--- src/rtl/dispatch_ctrl.sv ---
// Dispatch-width controller: grants 0..2 in-order dispatches per cycle.
// Optional perf counters: define DISPATCH_PERF_CNT_EN.
module dispatch_ctrl #(
  parameter int N_ENTRY_ROB   = 32,
  parameter int N_ENTRY_RS    = 16,
  parameter int N_FREE_PR     = 64,
  parameter int RECOVER_STALL = 2,
  localparam int CW  = $clog2(N_ENTRY_ROB+1),
  localparam int RSW = $clog2(N_ENTRY_RS+1),
  localparam int FLW = $clog2(N_FREE_PR+1)
) (
  input  logic           clock,
  input  logic           reset,
  input  logic           req_0,
  input  logic           req_1,
  input  logic           halt_0,
  input  logic           halt_1,
  input  logic [RSW-1:0] rs_free_cnt,
  input  logic [FLW-1:0] fl_free_cnt,
  input  logic           rt_valid_0,
  input  logic           rt_valid_1,
  input  logic           recovery_br,
  input  logic [CW-1:0]  recovery_cnt,
  output logic           grant_0,
  output logic           grant_1,
  output logic [CW-1:0]  rob_count,
  output logic           rob_full,
  output logic [1:0]     state,
  output logic           stall
`ifdef DISPATCH_PERF_CNT_EN
  ,
  output logic [31:0]    perf_stall_rob,
  output logic [31:0]    perf_stall_rs,
  output logic [31:0]    perf_stall_fl
`endif
);

  typedef enum logic [1:0] {
    RUN     = 2'b00,
    RECOVER = 2'b01,
    HALTED  = 2'b10
  } state_t;

  state_t        state_q, state_d;
  logic [2:0]    rcnt_q, rcnt_d;
  logic [CW-1:0] cnt_q, cnt_d;
  logic [31:0]   rob_space, space;
  logic [31:0]   add_sum, ret_sum, upd;
  logic          run, halt_hit;

  always_comb begin
    rob_space = 32'(N_ENTRY_ROB) - 32'(cnt_q);
    space = rob_space;
    if (32'(rs_free_cnt) < space) space = 32'(rs_free_cnt);
    if (32'(fl_free_cnt) < space) space = 32'(fl_free_cnt);
  end

  assign run = (state_q == RUN) && !recovery_br && !reset;
  assign grant_0 = run && req_0 && (space >= 32'd1);
  assign grant_1 = grant_0 && req_1 && !halt_0
                   && (space >= 32'd2);
  assign halt_hit = (grant_0 && halt_0) || (grant_1 && halt_1);
  assign stall = req_0 && !grant_0 && !reset;

  // Over-retire saturates at zero rather than wrapping
  always_comb begin
    add_sum = 32'(cnt_q) + 32'(grant_0) + 32'(grant_1);
    ret_sum = 32'(rt_valid_0) + 32'(rt_valid_1);
    upd = (add_sum < ret_sum) ? 32'd0 : add_sum - ret_sum;
  end

  always_comb begin
    state_d = state_q;
    rcnt_d  = rcnt_q;
    cnt_d   = CW'(upd);
    if (recovery_br) begin
      state_d = RECOVER;
      rcnt_d  = 3'(RECOVER_STALL - 1);
      cnt_d   = recovery_cnt;
    end else begin
      unique case (state_q)
        RUN: if (halt_hit) state_d = HALTED;
        RECOVER: begin
          if (rcnt_q == 3'd0) state_d = RUN;
          else rcnt_d = rcnt_q - 3'd1;
        end
        HALTED: ;
        default: state_d = RUN;
      endcase
    end
  end

  always_ff @(posedge clock or posedge reset) begin
    if (reset) begin
      state_q <= RUN;
      rcnt_q  <= '0;
      cnt_q   <= '0;
    end else begin
      state_q <= state_d;
      rcnt_q  <= rcnt_d;
      cnt_q   <= cnt_d;
    end
  end

`ifndef SYNTHESIS
  always_ff @(posedge clock) begin
    if (!reset && !recovery_br) begin
      assert (add_sum >= ret_sum)
        else $error("dispatch_ctrl: retire underflow");
    end
    if (!reset) begin
      assert (32'(cnt_q) <= 32'(N_ENTRY_ROB))
        else $error("dispatch_ctrl: rob_count overflow");
    end
  end
`endif

  assign rob_count = cnt_q;
  assign rob_full  = (32'(cnt_q) == 32'(N_ENTRY_ROB));
  assign state     = state_q;

`ifdef DISPATCH_PERF_CNT_EN
  logic blk;
  assign blk = (state_q == RUN) && req_0 && !grant_0;

  always_ff @(posedge clock or posedge reset) begin
    if (reset) begin
      perf_stall_rob <= '0;
      perf_stall_rs  <= '0;
      perf_stall_fl  <= '0;
    end else begin
      if (blk && rob_space == 32'd0 && perf_stall_rob != '1)
        perf_stall_rob <= perf_stall_rob + 32'd1;
      if (blk && rs_free_cnt == '0 && perf_stall_rs != '1)
        perf_stall_rs <= perf_stall_rs + 32'd1;
      if (blk && fl_free_cnt == '0 && perf_stall_fl != '1)
        perf_stall_fl <= perf_stall_fl + 32'd1;
    end
  end
`endif

endmodule

--- config.mk ---
export PLATFORM = sky130hd
export DESIGN_NAME = dispatch_ctrl
export DESIGN_NICKNAME = d
export VERILOG_FILES = /design/src/rtl/dispatch_ctrl.sv
export SDC_FILE = /design/constraint.sdc
export NUM_CORES = 1
export LEC_CHECK = 0
export ABC_AREA = 1
export BUFFER_PORTS_ARGS = -buffer_cell sky130_fd_sc_hd__buf_2
export CELL_PAD_IN_SITES_DETAIL_PLACEMENT = 1
export CELL_PAD_IN_SITES_GLOBAL_PLACEMENT = 2
export CORE_MARGIN = 2
export CORE_UTILIZATION = 28
export CTS_CLUSTER_SIZE = 20
export DETAILED_ROUTE_END_ITERATION = 8
export PLACE_DENSITY = 0.87
export SLEW_MARGIN = 20
export SYNTH_ARGS = -nofsm -noshare
export SYNTH_HDL_FRONTEND = slang
export SYNTH_SLANG_ARGS = --single-unit
--- constraint.sdc ---
create_clock -name clock -period 6.55 [get_ports clock]
set_input_delay 0.3275 -clock clock [delete_from_list [all_inputs] [get_ports clock]]
set_output_delay 0.3275 -clock clock [all_outputs]
set_load 0.05 [all_outputs]
==> impl_results.md <==
* Worst EP required at 6.63 ns
* Initial Util at 0.292
* Routability cong. at 0.812
* DP Area at 1530 um^2
* Die height at 71.6 um
* Max-cap violations at 0
* R2r startpoint: rob_count[2]$_DFF_PP0_
* Sequential-to-total area share from yosys stat at 0.215
* DIE AREA at 5130 um^2
* First-pass DRT Iterations at 2
* CTS Sinks at 11
* Most used DFF post-synth: dfrtp_1
* GR Util met3 at 0.0183
* Clock Skews at 0.00534 ns
* Min Tclk post-route at 5.44 ns
* Layout cells sized above 1 at 0.274
* Final Hold Fails at 0
* Post-Syn Instances at 178
* Max-slew headroom at 0.495
* DP HPWL at 2850 um
* CP dominant cell by count: nand2_2
* Final setup viols at 0
* Hold Buf Count CTS at 0
* Total wire length at 3230 um
* Worst EP arrival at 5.52 ns
* IO Port Bufs at 38
* Clock slew at reported path FFs at 0.05 ns
* Maximum root-to-sink buffer count at 2
* Setup repair bufs after CTS at 0
* Top-level I/O count at 39
* Reg2reg setup slack at 1.11 ns
* Antenna violations before repair at 0
* Post-route cell area at 1580 um^2
* Worst R2R End: rob_count[0]$_DFF_PP0_
* Slew Viols, Final at 0
* DRC errors left at 0
* Die Wd at 71.6 um
* Setup_tns at 0 ns
* P per Cell Area at 305 nW/um^2
* Final core occ at 0.360
* Core area at 4380 um^2
* Area growth syn-to-layout at 23.2%
* Synthesized area per cell at 7.20 um^2
* Max VDD drop at 0.157 mV
* Nets at 266
* Synth warn at 0
* Final ANT Viol Nets at 0
* Critical path origin: rob_count[2]$_DFF_PP0_
* CP Class: flip-flop to flip-flop
* Critical-path maximum fanout at 8
* ANT cells at 0
* H-tree levels at 1
* Total power draw at 0.482 mW
* Syn nets at 224
* Cell Count, Final, Fillers Out at 271
* Routed vias at 1,229
* Gr ovfl total at 0
* Status: complete, no violations
* Post-synthesis cell area at 1280 um^2
* Crit. End Element: flip-flop
* Met1 Use GR at 0.167
* DRT iter0 DRCs at 15
* RSZ-0062 raised after global routing: false
* Crit-path max cell delay at 0.65 ns
* Synth async-reset ratio at 1.00
* Post-CTS Resized at 0
* TritonCTS buffer count at 3
* Hold Crit Class: input port to asynchronous set/reset pin
* Row cnt at 24
* #FFs+latches synth at 11
* Slowest stage cell, crit path: o41ai_1
* Placed Instances at 267
* Global-route met2 utilization at 0.252
* Vias in the first global route at 1,308
* CTS Root Cell: clkbuf_8
* DR vias/cell at 4.54
* Post-synthesis cell type count at 31
* LEAKAGE at 0.883 nW
* Worst Tran Pin Value at 0.748 ns
* Overall Global Routing Usage at 0.136
* Largest net degree at the start of global routing at 12
* Part of the cycle the worst path needs at 0.831
* CTS tree: yes
* F_max at 0.184 GHz
* Clock latency on the worst-skew pair at 0.24 ns
* Busiest grt layer: met2
* Routed len/inst at 11.9 um
* Worst Setup Start Kind: flip-flop
* CP Capture Point: rob_count[0]$_DFF_PP0_
* Worst r2r path cells at 31
* EDFF count, synth at 0
* First-pass GRT wire length at 5600 um
==> where the power goes <==
part           switching [mW]  total [mW]  internal [mW]
registers              0.0269       0.114         0.0874
logic                   0.192       0.299          0.108
clock network          0.0269      0.0687         0.0419
total                   0.245       0.482          0.237
==> logic make-up (layout without fill, tap and decap cells) <==
group / after synthesis / in the layout / synth area share
fa+ha+maj: 19 / 19 / 0.197
other cells: 1 / 1 / 0.00293
flops: 11 / 11 / 0.215
xor+xnor: 11 / 11 / 0.0752
compound gates: 18 / 18 / 0.0898
buf+inv: 36 / 77 / 0.105
simple gates: 82 / 82 / 0.314
==> flip-flops by register name (all words and copies together), names as in the netlist <==
signal,flops
state,2
rob_count,6
rcnt_q,3
==> layout make-up <==
| class | instances | area (um^2) |
|---|---|---|
| fill | 588 | 2810 |
| clock inverter | 1 | 5.00 |
| clock buffer | 3 | 41.3 |
| tap | 52 | 65.1 |
| multi-input combinational | 131 | 871 |
| timing repair buffer | 38 | 190 |
| inverter | 35 | 131 |
| sequential | 11 | 275 |
==> synthesized netlist by cell type (3+ instances only) <==
cell     count  share of area
dfrtp_1     11           0.21
ha_1        17           0.17
inv_1       32          0.094
inv_2        3         0.0088
nand2_1     41           0.12
nand2_2      7          0.034
nand3_1      9          0.035
nor2_1      12          0.035
nor3_1       3          0.012
o21ai_0      7          0.027
xnor2_1      4          0.027
xor2_1       7          0.048
==> metal layers <==
metal / wire length, um / share of wire / vias up
met2: 1650 / 0.51 / 26
met3: 122 / 0.038 / 2
met1: 1440 / 0.45 / 558
met5: 0 / 0 / -
li1: - / - / 643
met4: 16 / 0.0050 / 0
==> through the flow <==
stage / worst slack (ns) / hold slack (ns)
after global routing: 0.503 / 0.131
after CTS: 1.00 / 0.115
final: 1.11 / 0.0946
after floorplan: 0.961 / 0.180
after global placement: 1.29 / 0.364
after detailed placement: 1.04 / 0.370
==> worst min path at each step <==
stage	from	to	cells after the start
after floorplan	reset	rcnt_q[0]$_DFFE_PP0P_	1
after global placement	reset	state[1]$_DFFE_PP0P_	2
after detailed placement	reset	state[1]$_DFFE_PP0P_	2
after CTS	reset	rob_count[0]$_DFF_PP0_	2
after global routing	reset	rob_count[4]$_DFF_PP0_	2
final	reset	rcnt_q[2]$_DFFE_PP0P_	2
==> critical path, delay by kind of cell, from the launching register on <==
family | cells | cell delay (ns)
flops | 1 | 0.49
simple gates | 15 | 1.51
xor+xnor | 1 | 0.25
buf+inv | 5 | 0.35
fa+ha+maj | 5 | 1.37
compound gates | 5 | 1.31
==> placed cells by master (no fill, tap or decap), types with 2 or more instances in the layout <==
| cell type | netlist | final |
|---|---|---|
| nor3_2 | 2 | 2 |
| o21ai_0 | 7 | 7 |
| a21oi_1 | 2 | 2 |
| inv_1 | 32 | 32 |
| nand3_1 | 9 | 9 |
| xnor2_1 | 4 | 4 |
| ha_1 | 17 | 17 |
| inv_2 | 3 | 3 |
| o21ai_2 | 2 | 2 |
| nor3_1 | 3 | 3 |
| xor2_1 | 7 | 7 |
| fa_1 | 2 | 2 |
| o21a_1 | 2 | 2 |
| o22ai_1 | 2 | 2 |
| clkbuf_8 | 0 | 3 |
| buf_2 | 0 | 38 |
| nand2_2 | 7 | 7 |
| nand2_1 | 41 | 41 |
| dfrtp_1 | 11 | 11 |
| nor2_1 | 12 | 12 |
(Power assumes the default switching activity.)
